## src/rtl/fft_32_frame_arbiter.sv

```systemverilog
`default_nettype none
// ============================================================================
// fft_32_frame_arbiter : round-robin whole-frame arbiter sharing one fft_32,
// with a tag FIFO labelling each FFT output frame with its source channel.
// Revision: 1.0
// ============================================================================
module fft_32_frame_arbiter #(
  parameter int NUM_CHANNELS   = 4,
  parameter int DATA_WIDTH     = 16,
  parameter int MIN_FRAME_GAP  = 32,
  parameter int TAG_FIFO_DEPTH = 8
) (
  input  logic                                    Clk,
  input  logic                                    Rst,
  input  logic [NUM_CHANNELS-1:0]                 Req_valid,
  input  logic [NUM_CHANNELS-1:0][DATA_WIDTH-1:0] Req_i,
  input  logic [NUM_CHANNELS-1:0][DATA_WIDTH-1:0] Req_q,
  input  logic [NUM_CHANNELS-1:0]                 Req_last,
  output logic [NUM_CHANNELS-1:0]                 Req_ready,
  output logic                                    Fft_valid,
  output logic [DATA_WIDTH-1:0]                   Fft_i,
  output logic [DATA_WIDTH-1:0]                   Fft_q,
  output logic [4:0]                              Fft_index,
  output logic                                    Fft_last,
  input  logic                                    Fft_out_valid,
  input  logic                                    Fft_out_last,
  output logic [$clog2(NUM_CHANNELS)-1:0]         Output_channel,
  output logic                                    Output_channel_valid,
  output logic                                    Error_frame_length,
  output logic                                    Error_tag_underflow
);

  localparam int CH_W     = $clog2(NUM_CHANNELS);
  localparam int AW       = $clog2(TAG_FIFO_DEPTH);
  localparam int GAP_W    = (MIN_FRAME_GAP > 2) ? $clog2(MIN_FRAME_GAP) : 1;
  localparam int GAP_LAST = (MIN_FRAME_GAP > 1) ? MIN_FRAME_GAP - 2 : 0;
  localparam logic [CH_W:0]   NCH       = (CH_W+1)'(NUM_CHANNELS);
  localparam logic [CH_W-1:0] LAST_CH   = CH_W'(NUM_CHANNELS - 1);
  localparam logic [AW:0]     FIFO_FULL = (AW+1)'(TAG_FIFO_DEPTH);

  typedef enum logic [1:0] {
    S_IDLE   = 2'd0,
    S_STREAM = 2'd1,
    S_GAP    = 2'd2
  } state_t;

  state_t                  state_q;
  logic [CH_W-1:0]         gnt_q;
  logic [CH_W-1:0]         rr_q;
  logic [4:0]              cnt_q;
  logic [GAP_W-1:0]        gap_q;
  logic [NUM_CHANNELS-1:0] ready_q;
  logic                    fft_valid_q;
  logic [DATA_WIDTH-1:0]   fft_i_q;
  logic [DATA_WIDTH-1:0]   fft_q_q;
  logic [4:0]              fft_index_q;
  logic                    fft_last_q;
  logic                    err_len_q;
  logic                    err_uf_q;

  logic [CH_W-1:0]         tag_mem_q [TAG_FIFO_DEPTH];
  logic [AW-1:0]           wr_ptr_q;
  logic [AW-1:0]           rd_ptr_q;
  logic [AW:0]             count_q;

  logic [CH_W-1:0]         gnt_d;
  logic [CH_W-1:0]         rr_d;
  logic [CH_W:0]           rr_idx;
  logic                    found;
  logic                    fifo_empty;
  logic                    fifo_full;
  logic                    pop;
  logic                    push;
  logic                    accept;
  logic                    cnt_end;

  // First requester at or after the round-robin pointer.
  always_comb begin
    found  = 1'b0;
    gnt_d  = rr_q;
    rr_idx = '0;
    for (int i = 0; i < NUM_CHANNELS; i++) begin
      rr_idx = {1'b0, rr_q} + (CH_W+1)'(i);
      if (rr_idx >= NCH) rr_idx = rr_idx - NCH;
      if (!found && Req_valid[rr_idx[CH_W-1:0]]) begin
        found = 1'b1;
        gnt_d = rr_idx[CH_W-1:0];
      end
    end
  end

  assign rr_d       = (gnt_d == LAST_CH) ? '0 : gnt_d + CH_W'(1);
  assign fifo_empty = (count_q == '0);
  assign fifo_full  = (count_q == FIFO_FULL);
  assign pop        = Fft_out_valid & Fft_out_last & ~fifo_empty;
  // A same-cycle pop frees a slot, so a full FIFO does not block that grant.
  assign push       = (state_q == S_IDLE) & found & (~fifo_full | pop);
  assign accept     = ready_q[gnt_q] & Req_valid[gnt_q];
  assign cnt_end    = (cnt_q == 5'd31);

  always_ff @(posedge Clk) begin
    if (!Rst) begin
      state_q     <= S_IDLE;
      gnt_q       <= '0;
      rr_q        <= '0;
      cnt_q       <= '0;
      gap_q       <= '0;
      ready_q     <= '0;
      fft_valid_q <= 1'b0;
      fft_i_q     <= '0;
      fft_q_q     <= '0;
      fft_index_q <= '0;
      fft_last_q  <= 1'b0;
      err_len_q   <= 1'b0;
      err_uf_q    <= 1'b0;
      wr_ptr_q    <= '0;
      rd_ptr_q    <= '0;
      count_q     <= '0;
      for (int k = 0; k < TAG_FIFO_DEPTH; k++) tag_mem_q[k] <= '0;
    end else begin
      fft_valid_q <= 1'b0;
      err_len_q   <= 1'b0;
      err_uf_q    <= Fft_out_valid & fifo_empty;

      if (push) begin
        tag_mem_q[wr_ptr_q] <= gnt_d;
        wr_ptr_q            <= wr_ptr_q + AW'(1);
      end
      if (pop) rd_ptr_q <= rd_ptr_q + AW'(1);
      if (push && !pop)      count_q <= count_q + (AW+1)'(1);
      else if (pop && !push) count_q <= count_q - (AW+1)'(1);

      case (state_q)
        S_IDLE: begin
          if (push) begin
            gnt_q   <= gnt_d;
            rr_q    <= rr_d;
            cnt_q   <= '0;
            ready_q <= {{(NUM_CHANNELS-1){1'b0}}, 1'b1} << gnt_d;
            state_q <= S_STREAM;
          end
        end
        S_STREAM: begin
          if (accept) begin
            fft_valid_q <= 1'b1;
            fft_i_q     <= Req_i[gnt_q];
            fft_q_q     <= Req_q[gnt_q];
            fft_index_q <= cnt_q;
            fft_last_q  <= cnt_end;
            err_len_q   <= Req_last[gnt_q] ^ cnt_end;
            cnt_q       <= cnt_q + 5'd1;
            if (cnt_end) begin
              ready_q <= '0;
              gap_q   <= '0;
              // IDLE grant and first STREAM cycle already give two idle cycles,
              // and the first GAP cycle carries the last sample.
              state_q <= (MIN_FRAME_GAP > 1) ? S_GAP : S_IDLE;
            end
          end
        end
        S_GAP: begin
          if (gap_q == GAP_W'(GAP_LAST)) state_q <= S_IDLE;
          else                           gap_q   <= gap_q + GAP_W'(1);
        end
        default: state_q <= S_IDLE;
      endcase
    end
  end

  assign Req_ready            = ready_q;
  assign Fft_valid            = fft_valid_q;
  assign Fft_i                = fft_i_q;
  assign Fft_q                = fft_q_q;
  assign Fft_index            = fft_index_q;
  assign Fft_last             = fft_last_q;
  assign Output_channel       = tag_mem_q[rd_ptr_q];
  assign Output_channel_valid = ~fifo_empty;
  assign Error_frame_length   = err_len_q;
  assign Error_tag_underflow  = err_uf_q;

endmodule
`default_nettype wire

```

## config.mk

```make
export PLATFORM = sky130hd
export DESIGN_NAME = fft_32_frame_arbiter
export DESIGN_NICKNAME = d
export VERILOG_FILES = /design/src/rtl/fft_32_frame_arbiter.sv
export SDC_FILE = /design/constraint.sdc
export NUM_CORES = 1
export LEC_CHECK = 0
export BUFFER_PORTS_ARGS = -buffer_cell sky130_fd_sc_hd__buf_2
export CAP_MARGIN = 15
export CORE_MARGIN = 5
export CORE_UTILIZATION = 49
export CTS_CLUSTER_SIZE = 8
export DETAILED_ROUTE_END_ITERATION = 10
export PLACE_DENSITY_LB_ADDON = 0.05
export SETUP_SLACK_MARGIN = 0.5
export SLEW_MARGIN = 10
export SYNTH_ARGS = -nofsm -noshare
export SYNTH_HDL_FRONTEND = slang
export SYNTH_SLANG_ARGS = --single-unit
```

## constraint.sdc

```tcl
create_clock -name Clk -period 3.5 [get_ports Clk]
set_clock_uncertainty 0.05 [all_clocks]
set_input_delay 0 -clock Clk [delete_from_list [all_inputs] [get_ports Clk]]
set_output_delay 0 -clock Clk [all_outputs]
set_load 0.02 [all_outputs]
```

==> results of run 1 <==
flip-flops by register name, indices dropped and copies added, names as in the netlist, 3 cells and up, named ones only:
register and cells:
Req_ready 4, tag_mem_q 16, gap_q 5, count_q 4, Fft_index 5, rd_ptr_q 3
Fft_q 16, Fft_i 16, cnt_q 5, wr_ptr_q 3
through the flow:
stage	hold slack, ns	setup slack (ns)	power [W]	area, um2
2_1_floorplan	0.09592	0.9546	0.002122	4785
3_3_place_gp	0.2387	1.027	0.002398	5791
3_5_place_dp	0.2358	0.9227	0.002426	5791
4_1_cts	0.08394	0.8959	0.003118	6003
5_1_grt	0.09935	0.6394	0.003290	6003
6_report	0.09530	0.8483	0.003086	6003
placed cells by master, fill, tap and decap left out, types with 5 or more instances in the layout:
cell type / synthesis / final
buf_4: 1 / 8
buf_2: 8 / 187
nor2_1: 21 / 21
a21oi_1: 47 / 47
nand3_1: 43 / 43
mux2i_1: 7 / 7
nor3_1: 11 / 11
dfxtp_1: 74 / 73
nand2_1: 22 / 22
edfxtp_1: 16 / 16
clkbuf_8: 0 / 9
mux4_2: 39 / 39
nor4_1: 11 / 11
ha_1: 13 / 13
inv_1: 9 / 9
o21ai_0: 52 / 52
xnor2_1: 5 / 5
nand2b_1: 7 / 7
cell type report:
type                    instances  area (um2)
clock buffers                   9       123.9
repair buffers                197        1016
fillers                       892        3636
flip-flops and latches         90        1963
inverters                      10       37.54
clock inverters                 7       68.82
well taps                     133       166.4
multi-input cells             330        2628
kinds of logic after synthesis:
group                    Yosys count  share of synthesized area
AO/OA/AOI/OAI                    121                     0.1462
XOR/XNOR                           9                    0.01647
flip-flops                        90                     0.4100
buffers and inverters             49                    0.04132
multiplexers                      48                     0.2029
AND/OR/NAND/NOR                  138                     0.1449
adder cells (fa/ha/maj)           14                    0.03818
power groups by stage:
| stage | sequential (W) | combinational (W) | clock [W] |
|---|---|---|---|
| after floorplan | 0.00129 | 0.000837 | 0 |
| after global placement | 0.00128 | 0.00112 | 0 |
| after detailed placement | 0.00128 | 0.00114 | 0 |
| after CTS | 0.00126 | 0.00115 | 0.000705 |
| after global routing | 0.00128 | 0.00126 | 0.000752 |
| final | 0.00126 | 0.00114 | 0.000686 |
per-layer routing:
| layer | vias up | track usage | part of all wire | routed length [um] |
|---|---|---|---|---|
| met5 | - | 0 | 0 | 0 |
| met3 | 17 | 0.05861 | 0.059 | 739 |
| met2 | 127 | 0.3500 | 0.51 | 6393 |
| met1 | 2042 | 0.2717 | 0.42 | 5311 |
| li1 | 2103 | - | - | - |
| met4 | 0 | 0.05681 | 0.015 | 184 |
how the worst min path moves through the flow:
stage / end / slack, ns / depth (start not counted)
detailed placement: Error_tag_underflow$_SDFF_PN0_ / 0.24 / 2
floorplan: Error_tag_underflow$_SDFF_PN0_ / 0.1 / 1
CTS: Fft_i[15]$_SDFFE_PN0P_ / 0.08 / 4
global placement: Error_tag_underflow$_SDFF_PN0_ / 0.24 / 2
finish: Fft_i[15]$_SDFFE_PN0P_ / 0.1 / 4
global route: Error_frame_length$_SDFF_PN0_ / 0.1 / 4
worst max-delay path, delay by kind of cell (launching register included):
family | cells | cell delay [ns]
AND/OR/NAND/NOR | 2 | 0.74
adder cells (fa/ha/maj) | 2 | 0.52
AO/OA/AOI/OAI | 3 | 0.47
flip-flops | 1 | 0.37
buffers and inverters | 2 | 0.24
multiplexers | 1 | 0.20
timing repair:
item | in CTS | in global routing
hold buffers | 2 | 0
hold endpoints to repair | 3 | 0
gates resized for setup | 0 | 0
==> qor.log, run 1 <==
qor: power.power.density 514.1 nW/um2
qor: clock_tree.tritoncts.num_buffers 9
qor: run_status.outcome finished, final reports clean
qor: worst_setup_path.timing.critical_path.slowest_cell_delay 0.56 ns
qor: clock_tree.cts_setup_buffers 0
qor: placed_design.dp_hpwl 9594 um
qor: drt.dr_total_vias 4289
qor: worst_setup_path.register_to_register_setup_slack 0.85 ns
qor: clock_tree.num_clock_sinks 90
qor: worst_setup_path.timing.critical_path.from_type flop
qor: grt.grt_start_max_net_pins 46
qor: synth.post_synth_num_cell_types 47
qor: worst_setup_path.critical_path.startpoint count_q[0]$_SDFFE_PN0P_
qor: synth.syn_area 4785 um2
qor: final_layout.final_core_utilization 0.6228
qor: grt.via_count_of_the_first_global_routing_pass 4269
qor: synth.synth_top_flop_cell dfxtp_1
qor: synth.synth.ff_latch_count 90
qor: sta.tightestPinTransition 1.004 ns
qor: synth.synth_top_area_share 0.3096
qor: worst_setup_path.critPathRequiredTime 3.73 ns
qor: drt.drcViolationCount 0
qor: power.sw_frac_of_total 0.3503
qor: final_layout.final_layout_size_suffix_gt1_frac 0.4012
qor: grt.number_of_antenna_violations_at_the_first_check_in_global_routing 0
qor: floorplanning.floorplan.die_area 11840 um2
qor: placed_design.numPortBuffers 187
qor: floorplanning.placeable_core_region 9639 um2
qor: power.vdd_ir_drop_max 0.2389 mV
qor: floorplanning.die_h 108.8 um
qor: worst_setup_path.worstPathCellList nor4_1 -> inv_1 -> nand3_1 -> ha_1 -> inv_1 -> ha_1 -> a21oi_1 -> a211oi_1 -> a31oi_1 -> mux2i_1
qor: floorplanning.core.rowCount 36
qor: clock_tree.clock_tree_from_tritoncts yes
qor: drt.route.detailed.wl_per_inst 16.27 um
qor: synth.synth_top_area_cell dfxtp_1
qor: grt.global_route.overflow_total 0
qor: clock_tree.cts.clk_slew.worst_paths 0.09 ns
qor: synth.ys_async_sr_fraction 0
qor: clock_tree.ctsHtreeMaxLevel 3
qor: sta.rsz0062_at_grt false
qor: synth.yosys.cell_count.top_type dfxtp_1
qor: worst_setup_path.timing.critical_path.slowest_stage_cell nor4_1
qor: sta.hold_viol 0
qor: floorplanning.die_width 108.8 um
qor: worst_hold_path.hold_path_class input port to flop
qor: power.power_frac_seq 0.409
qor: clock_tree.cts-root-to-sink-buffers 2
qor: floorplanning.floorplan.initialDensity 0.4964
qor: drt.drt_iter0_drc 177
qor: power.power_leakage 2.487 nW
qor: drt.number_of_vias_per_cell 5.527
qor: final_layout.finalNonFillerCells 776
qor: final_layout.final_net_count 792
qor: worst_setup_path.reg2regPathDepth 10
qor: synth.synthesis.area_per_instance 10.20 um2
qor: synth.yosys-top-cells-area dfxtp_1 31%, mux4_2 18%, edfxtp_1 10%
qor: worst_setup_path.timing.critical_path.fanout_max 5
qor: sta.max_freq 0.3771 GHz
qor: synth.synth_edf_count 16
qor: power.power_frac_clock 0.222
qor: clock_tree.clk-insertion-delay-late 0.35 ns
qor: worst_setup_path.r2r_start count_q[0]$_SDFFE_PN0P_
qor: worst_hold_path.holdCritStartpoint Req_i[63]
qor: power.cell_internal_pwr 0.002005 W
qor: placed_design.place_inst 758
qor: synth.synth.yosys.seq_area_share 0.4100
qor: clock_tree.cts_root_buffer clkbuf_8
qor: sta.finalMaxSlewViolations 0
qor: worst_setup_path.cp-end-kind flop
qor: drt.firstDrtPassIters 4
qor: synth.synthesis.yosys.warnings 0
qor: power.power_switching 0.001081 W
qor: run.cap_viol_max_count 0
qor: drt.drt-total-wl 12630 um
qor: sta.period_needed 2.652 ns
qor: power.comb_power_share 0.369
qor: grt.grt_usage 0.2108
qor: floorplanning.io_pins 188
qor: sta.max-slew-margin-rel 0.3306
qor: drt.ant_nets 0
qor: placed_design.globalplace.congestion 0.8463
qor: worst_setup_path.cp-endpoint count_q[3]$_SDFFE_PN0P_
qor: synth.syn_inst 469
qor: grt.grt_first_pass_wirelength 19870 um
qor: worst_setup_path.worst_r2r_endpoint count_q[3]$_SDFFE_PN0P_
qor: final_layout.area_growth 25.47%
qor: worst_setup_path.crit_arrival 2.88 ns
qor: final_layout.number_of_antenna_diodes 0
qor: synth.top_cell_types_by_occurrence_after_synthesis 74 x dfxtp_1, 52 x o21ai_0, 47 x a21oi_1
qor: worst_setup_path.timing_worst_setup_path_type flop to flop
qor: sta.finalCritPeriodShare 0.7576
qor: sta.finalSetupViolCount 0
qor: synth.mappedNetlistNets 623
qor: sta.timing.setup.tns 0 ns
No activity file was read; power rests on OpenSTA's default activity.
==> inputs of run 2 (changes only) <==
--- a/config.mk
+++ b/config.mk
@@ -8,7 +8,7 @@
 export BUFFER_PORTS_ARGS = -buffer_cell sky130_fd_sc_hd__buf_2
 export CAP_MARGIN = 15
 export CORE_MARGIN = 5
-export CORE_UTILIZATION = 49
+export CORE_UTILIZATION = 44
 export CTS_CLUSTER_SIZE = 8
 export DETAILED_ROUTE_END_ITERATION = 10
 export PLACE_DENSITY_LB_ADDON = 0.05
==> constraint.sdc (replaced) <==
create_clock -name Clk -period 2.4 [get_ports Clk]
set_clock_uncertainty 0.05 [all_clocks]
set_input_delay 0 -clock Clk [delete_from_list [all_inputs] [get_ports Clk]]
set_output_delay 0 -clock Clk [all_outputs]
set_load 0.02 [all_outputs]
==> run 2 against run 1 <==
Effect of this change: routed wire length is 13% higher; clock power is 63% higher; cell count grew 4.3%; setup slack got worse by 0.62 ns; critical path depth is 1 higher; worst hold slack got worse by 0.059 ns; combinational power grew 79%; register-to-register slack got worse by 0.62 ns; die area is 10% higher; core utilization is 2.5 points lower; critical endpoint unchanged; largest power group is now combinational logic; highest routed layer unchanged.
==> qor.log, run 2 (synthesis gave the netlist of run 1 again) <==
qor: placed_design.globalplace.congestion 0.7659 [-9.5%]
qor: clock_tree.cts_root_buffer clkbuf_8
qor: clock_tree.tritoncts.num_buffers 9 [unchanged]
qor: final_layout.number_of_antenna_diodes 0 [unchanged]
qor: clock_tree.ctsHtreeMaxLevel 3 [unchanged]
qor: floorplanning.core.rowCount 38 [+5.6%]
qor: sta.period_needed 2.169 ns [-0.4830 ns]
qor: worst_setup_path.timing.critical_path.fanout_max 4 [-1]
qor: clock_tree.cts-root-to-sink-buffers 2 [unchanged]
qor: clock_tree.clock_tree_from_tritoncts yes
qor: floorplanning.floorplan.die_area 13060 um2 [+10%]
qor: worst_hold_path.holdPathStages 4 [unchanged]
qor: worst_hold_path.hold_path_class input port to flop
qor: grt.grt_usage 0.2157 [+0.004931]
qor: placed_design.numPortBuffers 187 [unchanged]
qor: grt.via_count_of_the_first_global_routing_pass 4715 [+10%]
qor: drt.dr_total_vias 4495 [+4.8%]
qor: worst_setup_path.register_to_register_setup_slack 0.23 ns [-0.62 ns]
qor: worst_setup_path.cp-end-kind flop
qor: floorplanning.io_pins 188 [unchanged]
qor: worst_setup_path.reg2regPathDepth 11 [+1]
qor: run_status.outcome finished, final reports clean
qor: placed_design.dpl-instance-area 5938 um2 [+2.5%]
qor: sta.finalMaxSlewViolations 0 [unchanged]
qor: final_layout.finalNonFillerCells 809 [+4.3%]
qor: final_layout.mostFrequentLayoutCell buf_2
qor: drt.drt_iter0_drc 207 [+17%]
qor: sta.finalSetupViolCount 0 [unchanged]
qor: final_layout.final_design_area_excluding_fillers 6421 um2 [+7.0%]
qor: final_layout.area_growth 34.21%
qor: sta.hold_viol 0 [unchanged]
qor: drt.drt-total-wl 14270 um [+13%]
qor: clock_tree.num_clock_sinks 90 [unchanged]
qor: final_layout.final_core_utilization 0.5976 [-0.02521]
qor: drt.firstDrtPassIters 4 [unchanged]
qor: drt.drcViolationCount 0 [unchanged]
qor: floorplanning.placeable_core_region 10750 um2 [+11%]
qor: floorplanning.die_width 114.3 um [+5.0%]
qor: power.power_leakage 2.651 nW [+6.6%]
qor: sta.max-slew-margin-rel 0.6757 [+0.3452]
qor: final_layout.final_net_count 818 [+3.3%]
qor: clock_tree.cts.clk_slew.worst_paths 0.09 ns [about the same]
qor: final_layout.fill_cells 985 [+10%]
qor: final_layout.final_layout_size_suffix_gt1_frac 0.4649 [+0.06363]
qor: worst_setup_path.crit_arrival 2.40 ns [-0.48 ns]
qor: grt.number_of_antenna_violations_at_the_first_check_in_global_routing 0 [unchanged]
qor: sta.finalCritPeriodShare 0.9036 [+0.1460]
qor: worst_setup_path.timing.critical_path.from_type flop
qor: placed_design.place_inst 774 [+2.1%]
qor: floorplanning.floorplan.initialDensity 0.4453 [-0.05109]
qor: drt.route.detailed.wl_per_inst 17.64 um [+8.4%]
qor: worst_setup_path.worst_r2r_endpoint count_q[3]$_SDFFE_PN0P_
qor: grt.grt_first_pass_wirelength 22600 um [+14%]
qor: placed_design.dp_hpwl 10230 um [+6.7%]
qor: placed_design.place_ws 0.2044 ns [-0.7184 ns]
qor: worst_setup_path.timing_worst_setup_path_type flop to flop
qor: run.cap_viol_max_count 0 [unchanged]
qor: worst_hold_path.holdCritStartpoint Fft_out_valid
qor: sta.tightestPinTransition 0.4857 ns [-0.5184 ns]
qor: drt.ant_nets 0 [unchanged]
qor: sta.layout_setup_ws 0.2313 ns [-0.6170 ns]
qor: drt.number_of_vias_per_cell 5.556 [+0.53%]
qor: grt.global_route.overflow_total 0 [unchanged]
qor: sta.rsz0062_at_grt true
qor: power.vdd_ir_drop_max 0.3349 mV [+40%]
qor: sta.timing.setup.tns 0 ns [unchanged]
qor: grt.grt_start_max_net_pins 35 [-24%]
qor: clock_tree.clk-insertion-delay-late 0.36 ns [about the same]
qor: floorplanning.die_h 114.3 um [+5.0%]
qor: final_layout.final_cell_mix 187 x buf_2, 62 x dfxtp_1, 45 x o21ai_0, 45 x a21oi_1, 41 x nand3_1
qor: worst_setup_path.critPathRequiredTime 2.63 ns [-1.10 ns]
qor: power.power.density 785.4 nW/um2 [+53%]
qor: sta.max_freq 0.4611 GHz [+22%]
qor: worst_setup_path.r2r_start count_q[3]$_SDFFE_PN0P_
run 2: cell count changes in the layout (fill, tap and decap cells not counted), sizes merged:
cell,delta
buf,+23
bufinv,+1
clkbuf,+2
clkinv,-1
clkinvlp,-1
dlygate4sd3,+1
inv,-1
mux4,+2
run 2: cell type report:
cell class,instances,area [um2],area share
repair buffers,221,1202,0.1873
inverters,10,42.54,0.006625
flip-flops and latches,90,1989,0.3098
clock inverters,5,78.83,0.01228
clock buffers,11,131.4,0.02046
multi-input cells,332,2801,0.4363
well taps,140,175.2,0.02728
run 2: per-stage QoR:
stage | total power, W | hold WS, ns
finish | 0.005043 | 0.03668
detailed placement | 0.003714 | 0.2874
CTS | 0.004943 | 0.002277
floorplan | 0.003173 | 0.09592
global route | 0.005345 | 0.08972
global placement | 0.003664 | 0.2821
run 2: timing repair:
action                                  CTS  global route
endpoints found under the hold margin     5             0
hold buffers                              3             0
gates resized for setup                  13            22
gates cloned                              1             1
setup buffers                             7             7
pin swaps                                 3             5
endpoints found under the setup margin   29            47
run 2: worst max path at each step:
stage / startpoint / end / slack [ns] / cells after the start
3_3_place_gp: count_q[0]$_SDFFE_PN0P_ / count_q[3]$_SDFFE_PN0P_ / 0.28 / 10
6_report: count_q[3]$_SDFFE_PN0P_ / count_q[3]$_SDFFE_PN0P_ / 0.23 / 11
5_1_grt: count_q[3]$_SDFFE_PN0P_ / count_q[3]$_SDFFE_PN0P_ / 0.15 / 11
3_5_place_dp: count_q[0]$_SDFFE_PN0P_ / count_q[3]$_SDFFE_PN0P_ / 0.20 / 10
4_1_cts: count_q[1]$_SDFFE_PN0P_ / count_q[3]$_SDFFE_PN0P_ / 0.29 / 9
2_1_floorplan: count_q[0]$_SDFFE_PN0P_ / count_q[3]$_SDFFE_PN0P_ / 0.07 / 10
run 2: critical path, cell delays in order, from the launching register on:
cell	delay [ns]
dfxtp_4	0.35
buf_6	0.11
nor4_4	0.31
inv_2	0.09
nand3_4	0.09
ha_4	0.17
inv_6	0.05
ha_4	0.23
a21oi_4	0.16
a211oi_2	0.08
a31oi_1	0.19
mux2i_1	0.21
run 2: report_power, final:
part	leakage [nW]	switching [W]	total (W)	internal (W)
registers	0.773	0.000172	0.00188	0.00171
logic	1.77	0.00105	0.00204	0.000984
clock network	0.107	0.000537	0.00112	0.000586
run 2: layer usage:
metal / up-vias / track usage / wire length [um] / part of all wire
li1: 2166 / - / - / -
met1: 2189 / 0.2627 / 5932 / 0.42
met2: 118 / 0.3790 / 7403 / 0.52
met3: 22 / 0.04493 / 681 / 0.048
met4: 0 / 0.07443 / 256 / 0.018
met5: - / 0 / 0 / 0
==> inputs of run 3 (changes only) <==
--- a/config.mk
+++ b/config.mk
@@ -8,7 +8,7 @@
 export BUFFER_PORTS_ARGS = -buffer_cell sky130_fd_sc_hd__buf_2
 export CAP_MARGIN = 15
 export CORE_MARGIN = 5
-export CORE_UTILIZATION = 44
+export CORE_UTILIZATION = 33
 export CTS_CLUSTER_SIZE = 8
 export DETAILED_ROUTE_END_ITERATION = 10
 export PLACE_DENSITY_LB_ADDON = 0.05
==> run 3 against run 2 <==
Effect of this change: total power increased by 7.2%; core utilization decreased by 14 points; die area increased by 30%; first-iteration DRC count increased by 14%; setup slack improved by 0.026 ns; sequential share of layout area decreased by 1.0 points; largest power group unchanged; via count decreased by 0.67%; flip-flop and latch count unchanged.
==> qor.log, run 3 (synthesis gave the netlist of run 1 again) <==
qor: final_layout.final_net_count 817 [-0.12%]
qor: grt.grt_start_max_net_pins 46 [+31%]
qor: final_layout.final_core_utilization 0.4622 [-0.1354]
qor: sta.period_needed 2.143 ns [-0.02578 ns]
qor: final_layout.final_cell_mix 187 x buf_2, 63 x dfxtp_1, 46 x a21oi_1
qor: worst_setup_path.cp-end-kind flop
qor: drt.drt_iter0_drc 236 [+14%]
qor: worst_setup_path.critPathRequiredTime 2.61 ns [-0.02 ns]
qor: clock_tree.cts-root-to-sink-buffers 2 [unchanged]
qor: sta.rsz0062_at_grt true
qor: worst_setup_path.timing.critical_path.fanout_max 5 [+1]
qor: final_layout.mostFrequentLayoutCell buf_2
qor: final_layout.area_growth 38.81%
qor: clock_tree.clock_tree_from_tritoncts yes
qor: worst_setup_path.timing_worst_setup_path_type flop to flop
qor: worst_setup_path.critical_path.startpoint count_q[1]$_SDFFE_PN0P_
qor: final_layout.fill_cells 1379 [+40%]
qor: sta.finalSetupViolCount 0 [unchanged]
qor: floorplanning.io_pins 188 [unchanged]
qor: sta.timing.setup.tns 0 ns [unchanged]
qor: power.power.density 813.8 nW/um2 [+3.6%]
qor: drt.firstDrtPassIters 4 [unchanged]
qor: clock_tree.cts.clk_slew.worst_paths 0.06 ns [-0.03 ns]
qor: grt.grt_first_pass_wirelength 23830 um [+5.4%]
qor: run.cap_viol_max_count 0 [unchanged]
qor: drt.ant_nets 0 [unchanged]
qor: floorplanning.die_width 130.4 um [+14%]
qor: clock_tree.ctsHtreeMaxLevel 3 [unchanged]
qor: final_layout.sequential_cell_area 1988 um2 [about the same]
qor: drt.drcViolationCount 0 [unchanged]
qor: clock_tree.num_clock_sinks 90 [unchanged]
qor: worst_setup_path.r2r_start count_q[1]$_SDFFE_PN0P_
qor: floorplanning.die_h 130.4 um [+14%]
qor: sta.tightestPinTransition 0.6698 ns [+0.1840 ns]
qor: clock_tree.tritoncts.num_buffers 9 [unchanged]
qor: sta.max_freq 0.4666 GHz [+1.2%]
qor: clock_tree.cts_root_buffer clkbuf_16
qor: drt.number_of_vias_per_cell 5.234 [-5.8%]
qor: final_layout.final_layout_size_suffix_gt1_frac 0.4835 [+0.01866]
qor: placed_design.numPortBuffers 187 [unchanged]
qor: drt.route.detailed.wl_per_inst 17.90 um [+1.5%]
qor: worst_hold_path.hold_path_class input port to flop
qor: sta.finalCritPeriodShare 0.8929 [-0.01074]
qor: grt.via_count_of_the_first_global_routing_pass 4743 [+0.59%]
qor: floorplanning.floorplan.die_area 17010 um2 [+30%]
qor: floorplanning.floorplan.initialDensity 0.3330 [-0.1123]
qor: clock_tree.clk-insertion-delay-late 0.34 ns [-0.02 ns]
qor: worst_hold_path.holdCritStartpoint Rst
qor: power.vdd_ir_drop_max 0.4016 mV [+20%]
qor: grt.number_of_antenna_violations_at_the_first_check_in_global_routing 1 [+1]
qor: sta.max-slew-margin-rel 0.5529 [-0.1229]
qor: grt.global_route.overflow_total 0 [unchanged]
qor: run_status.outcome finished, final reports clean
qor: floorplanning.core.rowCount 44 [+16%]
qor: sta.hold_viol 0 [unchanged]
qor: final_layout.multi_input_area 2854 um2 [+1.9%]
qor: placed_design.dp_hpwl 11010 um [+7.6%]
qor: grt.grt_usage 0.1790 [-0.03667]
qor: sta.finalMaxSlewViolations 0 [unchanged]
qor: drt.drt-total-wl 15270 um [+7.0%]
qor: floorplanning.placeable_core_region 14370 um2 [+34%]
qor: drt.dr_total_vias 4465 [-0.67%]
qor: power.power_leakage 2.722 nW [+2.7%]
qor: worst_setup_path.timing.critical_path.from_type flop
qor: placed_design.globalplace.congestion 0.7985 [+4.3%]
qor: worst_setup_path.crit_arrival 2.35 ns [-0.05 ns]
run 3: cell count changes in the layout (fill, tap and decap cells not counted), moves of 3 or more:
cell and delta:
nor3_2 +3, buf_12 +3, o21ai_1 -4, nor4_1 -5
nor3_1 -3, clkbuf_8 -8, o21ai_2 +3, nor4_2 +5
clkbuf_16 +10, nand2_2 -4
run 3: final cells by class:
cell class                      count  share of cell area
Timing Repair Buffer              221              0.1859
Inverter                           10            0.006029
Tap cell                          184             0.03466
Sequential cell                    90              0.2994
Clock buffer                       12             0.04032
Antenna cell                        1           0.0003768
Multi-Input combinational cell    331              0.4297
Clock inverter                      4            0.003580
run 3: worst paths after layout:
path	end	slack [ns]	cells past startpoint
setup reg to reg	count_q[3]$_SDFFE_PN0P_	0.26	9
hold reg to reg	Fft_q[12]$_SDFFE_PN0P_	0.43	2
hold / removal	count_q[2]$_SDFFE_PN0P_	0.03	4
setup / recovery	count_q[3]$_SDFFE_PN0P_	0.26	9
run 3: stage by stage:
step / instances / setup WS (ns) / total power [W] / area, um2 / hold slack [ns]
after floorplan: 469 / 0.06974 / 0.003173 / 4856 / 0.09592
after global placement: 815 / 0.1551 / 0.003674 / 5983 / 0.2817
after detailed placement: 815 / 0.1031 / 0.003713 / 5983 / 0.2759
after CTS: 842 / 0.2905 / 0.005298 / 6445 / 0.01845
after global routing: 853 / 0.1434 / 0.005731 / 6641 / 0.04343
final: 853 / 0.2571 / 0.005405 / 6641 / 0.02522
run 3: where the power goes:
part           leakage (nW)  switching (W)  internal [W]
clock                 0.147       0.000588      0.000791
sequential            0.772       0.000177       0.00171
combinational          1.80        0.00108       0.00105
total                  2.72        0.00185       0.00355
run 3: repair_timing:
action | 4_1_cts | 5_1_grt
pin swaps | 8 | 11
buffers inserted | 9 | 10
hold endpoints to repair | 1 | 0
cloned | 1 | 0
hold buffers | 1 | 0
endpoints found under the setup margin | 37 | 47
resized for setup | 15 | 35
run 3: metal layers:
layer  share of wire  global-route usage
met3           0.075             0.05976
met2            0.51              0.3087
met1            0.40              0.2130
met4           0.018             0.05324
met5               0                   0
run 3: worst max-delay path, cell delays in order (launching register included):
cell and delay (ns):
dfxtp_4 0.40, nor3_4 0.07, a2111oi_4 0.42, ha_4 0.21, inv_4 0.05, ha_4 0.24, a21oi_4 0.14, a211oi_2 0.08
a31oi_1 0.21, mux2i_1 0.20
